`src/rtl/axis_latency_monitor.sv`:
```
// AXI-Stream latency monitor: 2-entry skid buffer pass-through plus head-flit latency statistics.
// Optional histogram of log2(latency) bins is built only when AXIS_LATMON_HISTOGRAM_EN is defined.
module axis_latency_monitor #(
    parameter int TDATA_WIDTH = 64,
    parameter int TDEST_WIDTH = 2,
    parameter int TID_WIDTH   = 2,
    parameter int COUNT_WIDTH = 32,
    parameter int NUM_ROUTERS = 4
) (
    input  logic                               clk,
    input  logic                               rst_n,
    input  logic [TDATA_WIDTH/2-1:0]           ticks,
    input  logic                               clear,

    input  logic                               s_axis_tvalid,
    output logic                               s_axis_tready,
    input  logic [TDATA_WIDTH-1:0]             s_axis_tdata,
    input  logic                               s_axis_tlast,
    input  logic [TID_WIDTH-1:0]               s_axis_tid,
    input  logic [TDEST_WIDTH-1:0]             s_axis_tdest,

    output logic                               m_axis_tvalid,
    input  logic                               m_axis_tready,
    output logic [TDATA_WIDTH-1:0]             m_axis_tdata,
    output logic                               m_axis_tlast,
    output logic [TID_WIDTH-1:0]               m_axis_tid,
    output logic [TDEST_WIDTH-1:0]             m_axis_tdest,

    output logic [COUNT_WIDTH-1:0]             pkt_count,
    output logic [NUM_ROUTERS*COUNT_WIDTH-1:0] src_count,
    output logic [TDATA_WIDTH/2-1:0]           lat_min,
    output logic [TDATA_WIDTH/2-1:0]           lat_max,
    output logic [2*COUNT_WIDTH-1:0]           lat_sum,
    output logic [8*COUNT_WIDTH-1:0]           hist
);

    localparam int TS_WIDTH   = TDATA_WIDTH / 2;
    localparam int SUM_WIDTH  = 2 * COUNT_WIDTH;
    localparam int ADD_WIDTH  = ((SUM_WIDTH > TS_WIDTH) ? SUM_WIDTH : TS_WIDTH) + 1;
    localparam int BEAT_WIDTH = TDATA_WIDTH + 1 + TID_WIDTH + TDEST_WIDTH;

    // ---------------- skid buffer ----------------
    logic [BEAT_WIDTH-1:0] buf_q [2];
    logic                  rd_ptr_q, wr_ptr_q;
    logic [1:0]            cnt_q, cnt_d;
    logic                  rdy_q;
    logic                  push, pop;

    assign push = s_axis_tvalid && rdy_q;
    assign pop  = (cnt_q != 2'd0) && m_axis_tready;

    always_comb begin
        cnt_d = cnt_q;
        if (push && !pop) begin
            cnt_d = cnt_q + 2'd1;
        end else if (!push && pop) begin
            cnt_d = cnt_q - 2'd1;
        end
    end

    always_ff @(posedge clk) begin
        if (!rst_n) begin
            cnt_q    <= 2'd0;
            rd_ptr_q <= 1'b0;
            wr_ptr_q <= 1'b0;
            rdy_q    <= 1'b0;
        end else begin
            cnt_q <= cnt_d;
            rdy_q <= (cnt_d != 2'd2);
            if (push) wr_ptr_q <= ~wr_ptr_q;
            if (pop)  rd_ptr_q <= ~rd_ptr_q;
        end
    end

    // Payload storage needs no reset; occupancy gates its visibility.
    always_ff @(posedge clk) begin
        if (push) begin
            buf_q[wr_ptr_q] <= {s_axis_tlast, s_axis_tid, s_axis_tdest, s_axis_tdata};
        end
    end

    assign s_axis_tready = rdy_q;
    assign m_axis_tvalid = (cnt_q != 2'd0);
    assign {m_axis_tlast, m_axis_tid, m_axis_tdest, m_axis_tdata} = buf_q[rd_ptr_q];

    // ---------------- packet framing FSM ----------------
    typedef enum logic {HEAD, BODY} state_t;
    state_t state_q, state_d;
    logic   head_hs;

    always_ff @(posedge clk) begin
        if (!rst_n) state_q <= HEAD;
        else        state_q <= state_d;
    end

    always_comb begin
        state_d = state_q;
        head_hs = 1'b0;
        if (push) begin
            case (state_q)
                HEAD: begin
                    head_hs = 1'b1;
                    if (!s_axis_tlast) state_d = BODY;
                end
                BODY: begin
                    if (s_axis_tlast) state_d = HEAD;
                end
                default: state_d = HEAD;
            endcase
        end
    end

    // ---------------- statistics ----------------
    logic [TS_WIDTH-1:0]    lat;
    logic [COUNT_WIDTH-1:0] pkt_q, pkt_d;
    logic [COUNT_WIDTH-1:0] src_q [NUM_ROUTERS];
    logic [COUNT_WIDTH-1:0] src_d [NUM_ROUTERS];
    logic [TS_WIDTH-1:0]    min_q, min_d, max_q, max_d;
    logic [SUM_WIDTH-1:0]   sum_q, sum_d;
    logic [ADD_WIDTH-1:0]   sum_ext;

    // Modular subtraction gives the right answer across a ticks wrap.
    assign lat     = ticks - s_axis_tdata[TDATA_WIDTH-1:TS_WIDTH];
    assign sum_ext = ADD_WIDTH'(sum_q) + ADD_WIDTH'(lat);

    always_comb begin
        pkt_d = pkt_q;
        src_d = src_q;
        min_d = min_q;
        max_d = max_q;
        sum_d = sum_q;
        if (clear) begin
            pkt_d = '0;
            src_d = '{default: '0};
            min_d = '1;
            max_d = '0;
            sum_d = '0;
        end else if (head_hs) begin
            if (pkt_q != '1) pkt_d = pkt_q + COUNT_WIDTH'(1);
            for (int k = 0; k < NUM_ROUTERS; k++) begin
                if (int'(s_axis_tid) == k && src_q[k] != '1) begin
                    src_d[k] = src_q[k] + COUNT_WIDTH'(1);
                end
            end
            if (sum_ext[ADD_WIDTH-1:SUM_WIDTH] != '0) sum_d = '1;
            else                                      sum_d = sum_ext[SUM_WIDTH-1:0];
            if (lat < min_q) min_d = lat;
            if (lat > max_q) max_d = lat;
        end
    end

    always_ff @(posedge clk) begin
        if (!rst_n) begin
            pkt_q <= '0;
            src_q <= '{default: '0};
            min_q <= '1;
            max_q <= '0;
            sum_q <= '0;
        end else begin
            pkt_q <= pkt_d;
            src_q <= src_d;
            min_q <= min_d;
            max_q <= max_d;
            sum_q <= sum_d;
        end
    end

    assign pkt_count = pkt_q;
    assign lat_min   = min_q;
    assign lat_max   = max_q;
    assign lat_sum   = sum_q;

    for (genvar g = 0; g < NUM_ROUTERS; g++) begin : g_src
        assign src_count[g*COUNT_WIDTH +: COUNT_WIDTH] = src_q[g];
    end

`ifdef AXIS_LATMON_HISTOGRAM_EN
    logic [COUNT_WIDTH-1:0] hist_q [8];
    logic [COUNT_WIDTH-1:0] hist_d [8];
    logic [2:0]             hist_bin;
    int                     msb;

    // Bin = index of the highest set bit, clamped to 7; latency 0 lands in bin 0.
    always_comb begin
        msb = 0;
        for (int i = 0; i < TS_WIDTH; i++) begin
            if (lat[i]) msb = i;
        end
        hist_bin = (msb > 7) ? 3'd7 : 3'(msb);
    end

    always_comb begin
        hist_d = hist_q;
        if (clear) begin
            hist_d = '{default: '0};
        end else if (head_hs && hist_q[hist_bin] != '1) begin
            hist_d[hist_bin] = hist_q[hist_bin] + COUNT_WIDTH'(1);
        end
    end

    always_ff @(posedge clk) begin
        if (!rst_n) hist_q <= '{default: '0};
        else        hist_q <= hist_d;
    end

    for (genvar b = 0; b < 8; b++) begin : g_hist
        assign hist[b*COUNT_WIDTH +: COUNT_WIDTH] = hist_q[b];
    end
`else
    assign hist = '0;
`endif

endmodule

```
`config.mk`:
```
export PLATFORM = sky130hd
export DESIGN_NAME = axis_latency_monitor
export DESIGN_NICKNAME = d
export VERILOG_FILES = /design/src/rtl/axis_latency_monitor.sv
export SDC_FILE = /design/constraint.sdc
export NUM_CORES = 1
export LEC_CHECK = 0
export CAP_MARGIN = 20
export CORE_AREA = 3 3 280 282
export CTS_CLUSTER_SIZE = 8
export DETAILED_ROUTE_END_ITERATION = 16
export DIE_AREA = 0 0 283 285
export PLACE_DENSITY = 0.59
export SETUP_SLACK_MARGIN = 0.5
export SYNTH_ARGS = -nofsm -noshare
export SYNTH_HDL_FRONTEND = slang
export SYNTH_SLANG_ARGS = --single-unit
```
`constraint.sdc`:
```
create_clock -name clk -period 15.3 [get_ports clk]
set_input_delay 2.295 -clock clk [delete_from_list [all_inputs] [get_ports clk]]
set_output_delay 2.295 -clock clk [all_outputs]
set_load 0.02 [all_outputs]
```
==> results by group, run 1 <==
Yosys
  – EDFF count, synth: 138
  – Synth cell types: 91
  – Mapped Cells: 2,552
  – Top_reg_cell synth: dfxtp_1
  – Sequential area share after synthesis: 41.9%
  – Post-synth design cell area: 24,000 µm²
  – Asr flop ratio synth: 0%
  – Synthesis warning total: 0
  – Mapped Avg Cell Area: 9.41 µm²
  – Synthesized flop and latch total: 433

Die
  – DIE AREA: 80,700 µm²
  – Initial Util: 31.6%
  – Core Area: 75,900 µm²
  – Die width: 283 µm
  – Die Span Y: 285 µm
  – Num rows: 101
  – # IOs: 721

Critical path
  – CP Data Arrival Time: 8090 ps
  – Crit. End Element: register
  – Largest stage delay, worst path: 500 ps
  – R2R setup slack: 11,590 ps
  – Critical-path cell list: clkdlybuf4s50_1, ha_1, inv_1, fa_1, a21o_1, a31o_2, o211ai_1, nand2_1, and3_1, a311oi_1, xnor2_1, ha_1, nand2_1, or3_4, o21ai_1, a31oi_1, o211a_1, o31ai_4, a31oi_4, nor2_4, nand2_2, and4_1, nor3_1
  – RR Endpoint: lat_max[3]$_SDFFE_PP0P_
  – Crit Reg-Reg Startpoint: lat_max[1]$_SDFFE_PP0P_
  – Data required time at the worst endpoint: 15,840 ps
  – Critical path launch point type: input port
  – CP Launch Point: s_axis_tdata[32]
  – Slowest CP cell: clkdlybuf4s50_1
  – Worst-path fanout max: 19
  – Register-to-Register Path Depth: 13
  – Crit Path Category: input port to register

Route
  – DRC violations left: 0
  – DR pass1 iterations: 6
  – Routed WL per cell: 17.8 µm
  – Via count: 18,700
  – Total Wirelength: 72,100 µm
  – DR vias/cell: 4.61
  – Antenna Nets Post-Route: 0
  – DRT iter0 DRCs: 1,071

Pwr
  – Pwr Density: 110 nW/µm²
  – Worst vdd ir: 0.0000912 V
  – Total power draw: 3.36 mW
  – Static leakage: 11.8 nW

STA
  – Final hold violation count: 0
  – Setup TNS: 0 ps
  – Least-Margin Pin Slew: 1010 ps
  – Fmax: 133 MHz
  – Final Worst Setup Slack: 7750 ps
  – Slew margin rel.: 32.7%
  – Fin. max-slew vios: 0
  – Endpoints failing setup: 0
  – Final worst path period share: 49.3%
  – Final clock skew: 34.4 ps
  – Unrepaired setup endpoints after global routing: false
  – Tmin final: 7550 ps

Clock tree
  – Clock Path Buffers: 3
  – Clock slew at reported path FFs: 50 ps
  – Clock Sink Count: 433
  – Cts hold-fix bufs: 0
  – Clk_lat worst skew: 630 ps
  – Clock Tree Root: clkbuf_16
  – TritonCTS clock tree: yes
  – Post-CTS Setup Bufs: 0
  – Inserted Clock Buffers: 60
  – H-tree depth: 2
  – Post-CTS resize count: 0

Place
  – IO Port Bufs: 464
  – RD Place Congestion: 0.853
  – Place WS: 7160 ps
  – Hpwl dp: 54,900 µm

Run status
  – Status: complete, no violations

Worst hold path
  – Worst min-delay path category: register to register
  – Critical hold path startpoint: src_count[18]$_SDFFE_PP0P_
  – Hold worst-path end: src_count[18]$_SDFFE_PP0P_
  – Hold Crit Depth: 2

Layout
  – Commonest non-fill, non-tap cell in the layout: clkdlybuf4s50_1
  – Most frequent cells in the layout: clkdlybuf4s50_1 (464), dfxtp_1 (294), conb_1 (256), nor2_1 (223), nand2_1 (180)
  – Final core occ: 40.0%
  – Area growth from synthesis to final layout: 26.6%
  – NumNets Final: 3,242
  – Share of cells above drive strength 1: 6.49%

Global routing
  – Grt ovf: 0
  – Vias in the first global route: 17,300
  – Global-route wire length before repair: 107,000 µm
  – Largest net degree at the start of global routing: 87
  – Initial antenna violation count: 11
  – Total track usage: 16.9%

Flow run
  – Max-cap violations: 0
-- registers in the layout, summed over array words and instances (netlist names), named ones only --
register       cells
buf_q            138
rd_ptr_q           1
lat_max           32
state_q            1
s_axis_tready      1
cnt_q              2
pkt_count         32
src_count        128
wr_ptr_q           1
lat_sum           64
lat_min           32
-- metal layers --
layer | part of all wire [%] | vias to the layer above | global-route usage, %
li1 | - | 9316 | -
met1 | 42 | 8752 | 20.8
met2 | 48 | 519 | 28.6
met3 | 8.1 | 92 | 5.59
met4 | 1.7 | 8 | 3.83
met5 | 0.079 | - | 0
-- critical path, delay by kind of cell --
kind / cells / cell delay (ps)
and+or+nand+nor: 8 / 1890
adders and majority gates: 3 / 1030
AOI/OAI and AO/OA: 9 / 2060
buffers and inverters: 2 / 560
xor gates and xnor gates: 1 / 240
-- power breakdown --
part           internal (mW)  switching (mW)
Clock                  0.705           0.506
Sequential              1.24          0.0269
Combinational          0.353           0.526
Total                   2.30            1.06
-- logic make-up after synthesis --
kind of cell / count (synthesis) / share of synthesized area [%]
AOI/OAI and AO/OA: 449 / 11.7
DFF: 433 / 41.9
other: 1 / 0.0156
adders and majority gates: 134 / 7.04
and+or+nand+nor: 762 / 15.8
xor gates and xnor gates: 196 / 7.15
muxes: 106 / 4.78
buffers and inverters: 471 / 11.7
-- Yosys cell counts, types with 18 or more instances --
library cell	count	area share [%]
clkbuf_1	58	0.91
mux2_2	69	3.2
mux2i_1	37	1.5
and2_1	18	0.47
xor2_1	105	3.8
nor2_1	227	3.5
buf_4	263	8.2
or3_1	38	0.99
o21ai_0	108	2.3
nand4_1	51	1.3
a21o_1	42	1.3
dfxtp_1	295	25
nand3_1	85	1.8
inv_1	129	2.0
o211ai_1	34	1.1
edfxtp_1	138	17
xnor2_1	91	3.3
a21oi_1	163	3.4
nor2b_1	20	0.52
ha_1	132	6.9
and3_1	47	1.2
nand2_1	180	2.8
-- stage by stage --
step,hold slack [ps],cell area [µm²],std cells
after floorplan,500,25000,2807
after global placement,474,28700,3969
after detailed placement,486,28700,3969
after CTS,494,30400,4050
after global routing,515,30400,4053
final,495,30400,4057
-- cell type report --
cell class	instances	area [µm²]
Antenna cell	6	15.0
Clock buffer	77	1570
Clock inverter	4	93.8
Fill cell	7600	45500
Inverter	129	484
Multi-Input combinational cell	1903	12200
Sequential cell	433	10100
Tap cell	1030	1290
Timing Repair Buffer	475	4740
-- worst max-delay path by stage --
stage | slack (ps) | depth (start not counted) | to
2_1_floorplan | 8550 | 25 | lat_sum[40]$_SDFFE_PP0P_
3_3_place_gp | 7170 | 23 | lat_sum[47]$_SDFFE_PP0P_
3_5_place_dp | 7160 | 23 | lat_sum[47]$_SDFFE_PP0P_
4_1_cts | 7810 | 23 | lat_sum[47]$_SDFFE_PP0P_
5_1_grt | 7330 | 23 | lat_sum[47]$_SDFFE_PP0P_
6_report | 7750 | 23 | lat_sum[47]$_SDFFE_PP0P_
No activity file was read; power rests on OpenSTA's default activity.
==> run 2: changes to the inputs <==
==> constraint.sdc (replaced) <==
create_clock -name clk -period 7.3 [get_ports clk]
set_input_delay 1.095 -clock clk [delete_from_list [all_inputs] [get_ports clk]]
set_output_delay 1.095 -clock clk [all_outputs]
set_load 0.02 [all_outputs]
==> results by group, run 2 (same netlist as run 1, synthesis figures left out) <==
Pwr
  – Pwr Density: 233 nW/µm² (+110%)
  – Sw Share: 31.2% (-0.32 points)
  – Worst vdd ir: 0.000186 V (+100%)
  – Static leakage: 11.9 nW (+0.84%)
  – Part of the power in registers: 37.3% (-0.5 points)
  – Clk pwr share: 36.6% (+0.5 points)
  – Psw: 2.23 mW (+110%)
  – Internal power: 4.91 mW (+110%)
  – Comb power frac: 26.1% (about the same)

Layout
  – Share of cells above drive strength 1: 6.93% (+0.44 points)
  – FILL cells: 7,552 (-0.63%)
  – Most frequent cells in the layout: clkdlybuf4s50_1 (464), dfxtp_1 (294), conb_1 (256), nor2_1 (223), nand2_1 (180)
  – Biggest register: buf_q
  – Commonest non-fill, non-tap cell in the layout: clkdlybuf4s50_1
  – Final core occ: 40.3% (+0.22 points)
  – Max reg flops: 138 (unchanged)
  – NumNets Final: 3,252 (+0.31%)
  – Area growth from synthesis to final layout: 27.3%

Critical path
  – CP Data Arrival Time: 6520 ps (-1570 ps)
  – Data required time at the worst endpoint: 7750 ps (-8090 ps)
  – Largest stage delay, worst path: 530 ps (+30 ps)
  – Crit-path leading delay family: compound AO/OA/AOI/OAI gates
  – Worst-path fanout max: 7 (-12)
  – Crit path buffers/inverters: 2 (unchanged)
  – Critical-path cell list: clkdlybuf4s50_1, ha_1, inv_1, fa_1, a21o_1, a31o_2, o211ai_1, nand2_1, and3_1, a311oi_1, xnor2_1, ha_1, nand2_1, or3_4, o21ai_1, a31oi_1, o211a_1, o31ai_4, a31oi_4, nor3_1, a311oi_1
  – Critical path launch point type: input port
  – Crit Path Category: input port to register
  – Crit. End Element: register
  – Slowest CP cell: nor3_1

Clock tree
  – Post-CTS Setup Bufs: 0 (unchanged)
  – Clock Path Buffers: 3 (unchanged)
  – Inserted Clock Buffers: 61 (+1.7%)
  – Clk_lat worst skew: 630 ps (about the same)
  – TritonCTS clock tree: yes
  – Post-CTS resize count: 0 (unchanged)
  – Clock Sink Count: 433 (unchanged)
  – H-tree depth: 2 (unchanged)
  – Cts hold-fix bufs: 0 (unchanged)
  – Clock Tree Root: clkbuf_16
  – Clock slew at reported path FFs: 50 ps (about the same)

Route
  – DR pass1 iterations: 4 (-2)
  – DRC violations left: 0 (unchanged)
  – DR vias/cell: 4.62 (+0.36%)
  – Routed WL per cell: 17.9 µm (+0.56%)
  – Total Wirelength: 72,700 µm (+0.78%)
  – DRT iter0 DRCs: 978 (-8.7%)
  – Via count: 18,800 (+0.58%)
  – Antenna Nets Post-Route: 0 (unchanged)

Place
  – RD Place Congestion: 0.847 (-0.73%)
  – Hpwl dp: 55,500 µm (+1.2%)
  – IO Port Bufs: 464 (unchanged)

Die
  – Die Span Y: 285 µm (unchanged)
  – # IOs: 721 (unchanged)
  – Initial Util: 31.6% (unchanged)
  – Core Area: 75,900 µm² (unchanged)
  – Num rows: 101 (unchanged)
  – Die width: 283 µm (unchanged)
  – DIE AREA: 80,700 µm² (unchanged)

Run status
  – Status: complete, no violations

Worst hold path
  – Worst min-delay path category: register to register

STA
  – Endpoints failing setup: 0 (unchanged)
  – Fmax: 165 MHz
  – Final hold violation count: 0 (unchanged)
  – Final clock skew: 40.0 ps (+5.62 ps)
  – Fin. max-slew vios: 0 (unchanged)
  – Final worst path period share: 83.2%
  – Unrepaired setup endpoints after global routing: false
  – Tmin final: 6070 ps
  – Setup TNS: 0 ps (unchanged)
  – Least-Margin Pin Slew: 1100 ps (+91.6 ps)
  – Slew margin rel.: 26.6% (-6.1 points)

Global routing
  – Total track usage: 17.1% (+0.22 points)
  – Grt ovf: 0 (unchanged)
  – Global-route wire length before repair: 109,000 µm (+1.6%)
  – Initial antenna violation count: 12 (+1)
  – Vias in the first global route: 17,900 (+3.1%)
  – Largest net degree at the start of global routing: 183 (+110%)

Flow run
  – Max-cap violations: 0 (unchanged)
[run 2: layout make-up]
type	instances	area, µm²	area share, %
Multi-Input combinational cell	1903	12200	39.8
Sequential cell	433	10100	32.9
Timing Repair Buffer	484	4830	15.8
Clock buffer	79	1650	5.39
Tap cell	1030	1290	4.21
Inverter	129	484	1.58
Clock inverter	4	95.1	0.311
Antenna cell	4	10.0	0.0327
[run 2: power groups by stage]
| stage | registers [mW] | clock network (mW) | logic, mW |
|---|---|---|---|
| after floorplan | 2.73 | 0 | 1.29 |
| after global placement | 2.71 | 0 | 1.87 |
| after detailed placement | 2.71 | 0 | 1.88 |
| after CTS | 2.66 | 2.71 | 1.89 |
| after global routing | 2.67 | 2.80 | 2.04 |
| final | 2.66 | 2.62 | 1.86 |
[run 2: routing by layer]
metal  vias to the layer above  part of all wire (%)  track usage [%]  routed length [µm]
li1                       9304                     -                -                   -
met1                      8866                    42             20.7               30200
met2                       508                    48             29.2               35200
met3                       106                   7.7             5.70                5590
met4                        12                   2.2             4.29                1620
met5                         -                  0.11                0                  81
[run 2: final timing paths]
check / from / to / slack [ps] / depth (start not counted)
min: lat_max[29]$_SDFFE_PP0P_ / lat_max[29]$_SDFFE_PP0P_ / 490 / 2
min reg2reg: lat_max[29]$_SDFFE_PP0P_ / lat_max[29]$_SDFFE_PP0P_ / 490 / 2
max reg2reg: s_axis_tready$_SDFF_PN0_ / src_count[113]$_SDFFE_PP0P_ / 3620 / 7
max: s_axis_tdata[32] / lat_sum[52]$_SDFFE_PP0P_ / 1230 / 21
[run 2: stage by stage]
step                      hold WS [ps]  total power [mW]  std cells  setup slack [ps]  area (µm²)
after floorplan                    500              4.02       2807              1750       25000
after global placement             476              4.58       3979               729       28800
after detailed placement           488              4.59       3979               686       28800
after CTS                          498              7.26       4062              1320       30600
after global routing               515              7.51       4064               925       30600
final                              488              7.14       4066              1230       30600
[run 2: tightest hold or removal path, cell delays in order (launching register included)]
cell and delay (ps):
dfxtp_1 330, nand2_1 60, a21oi_1 50
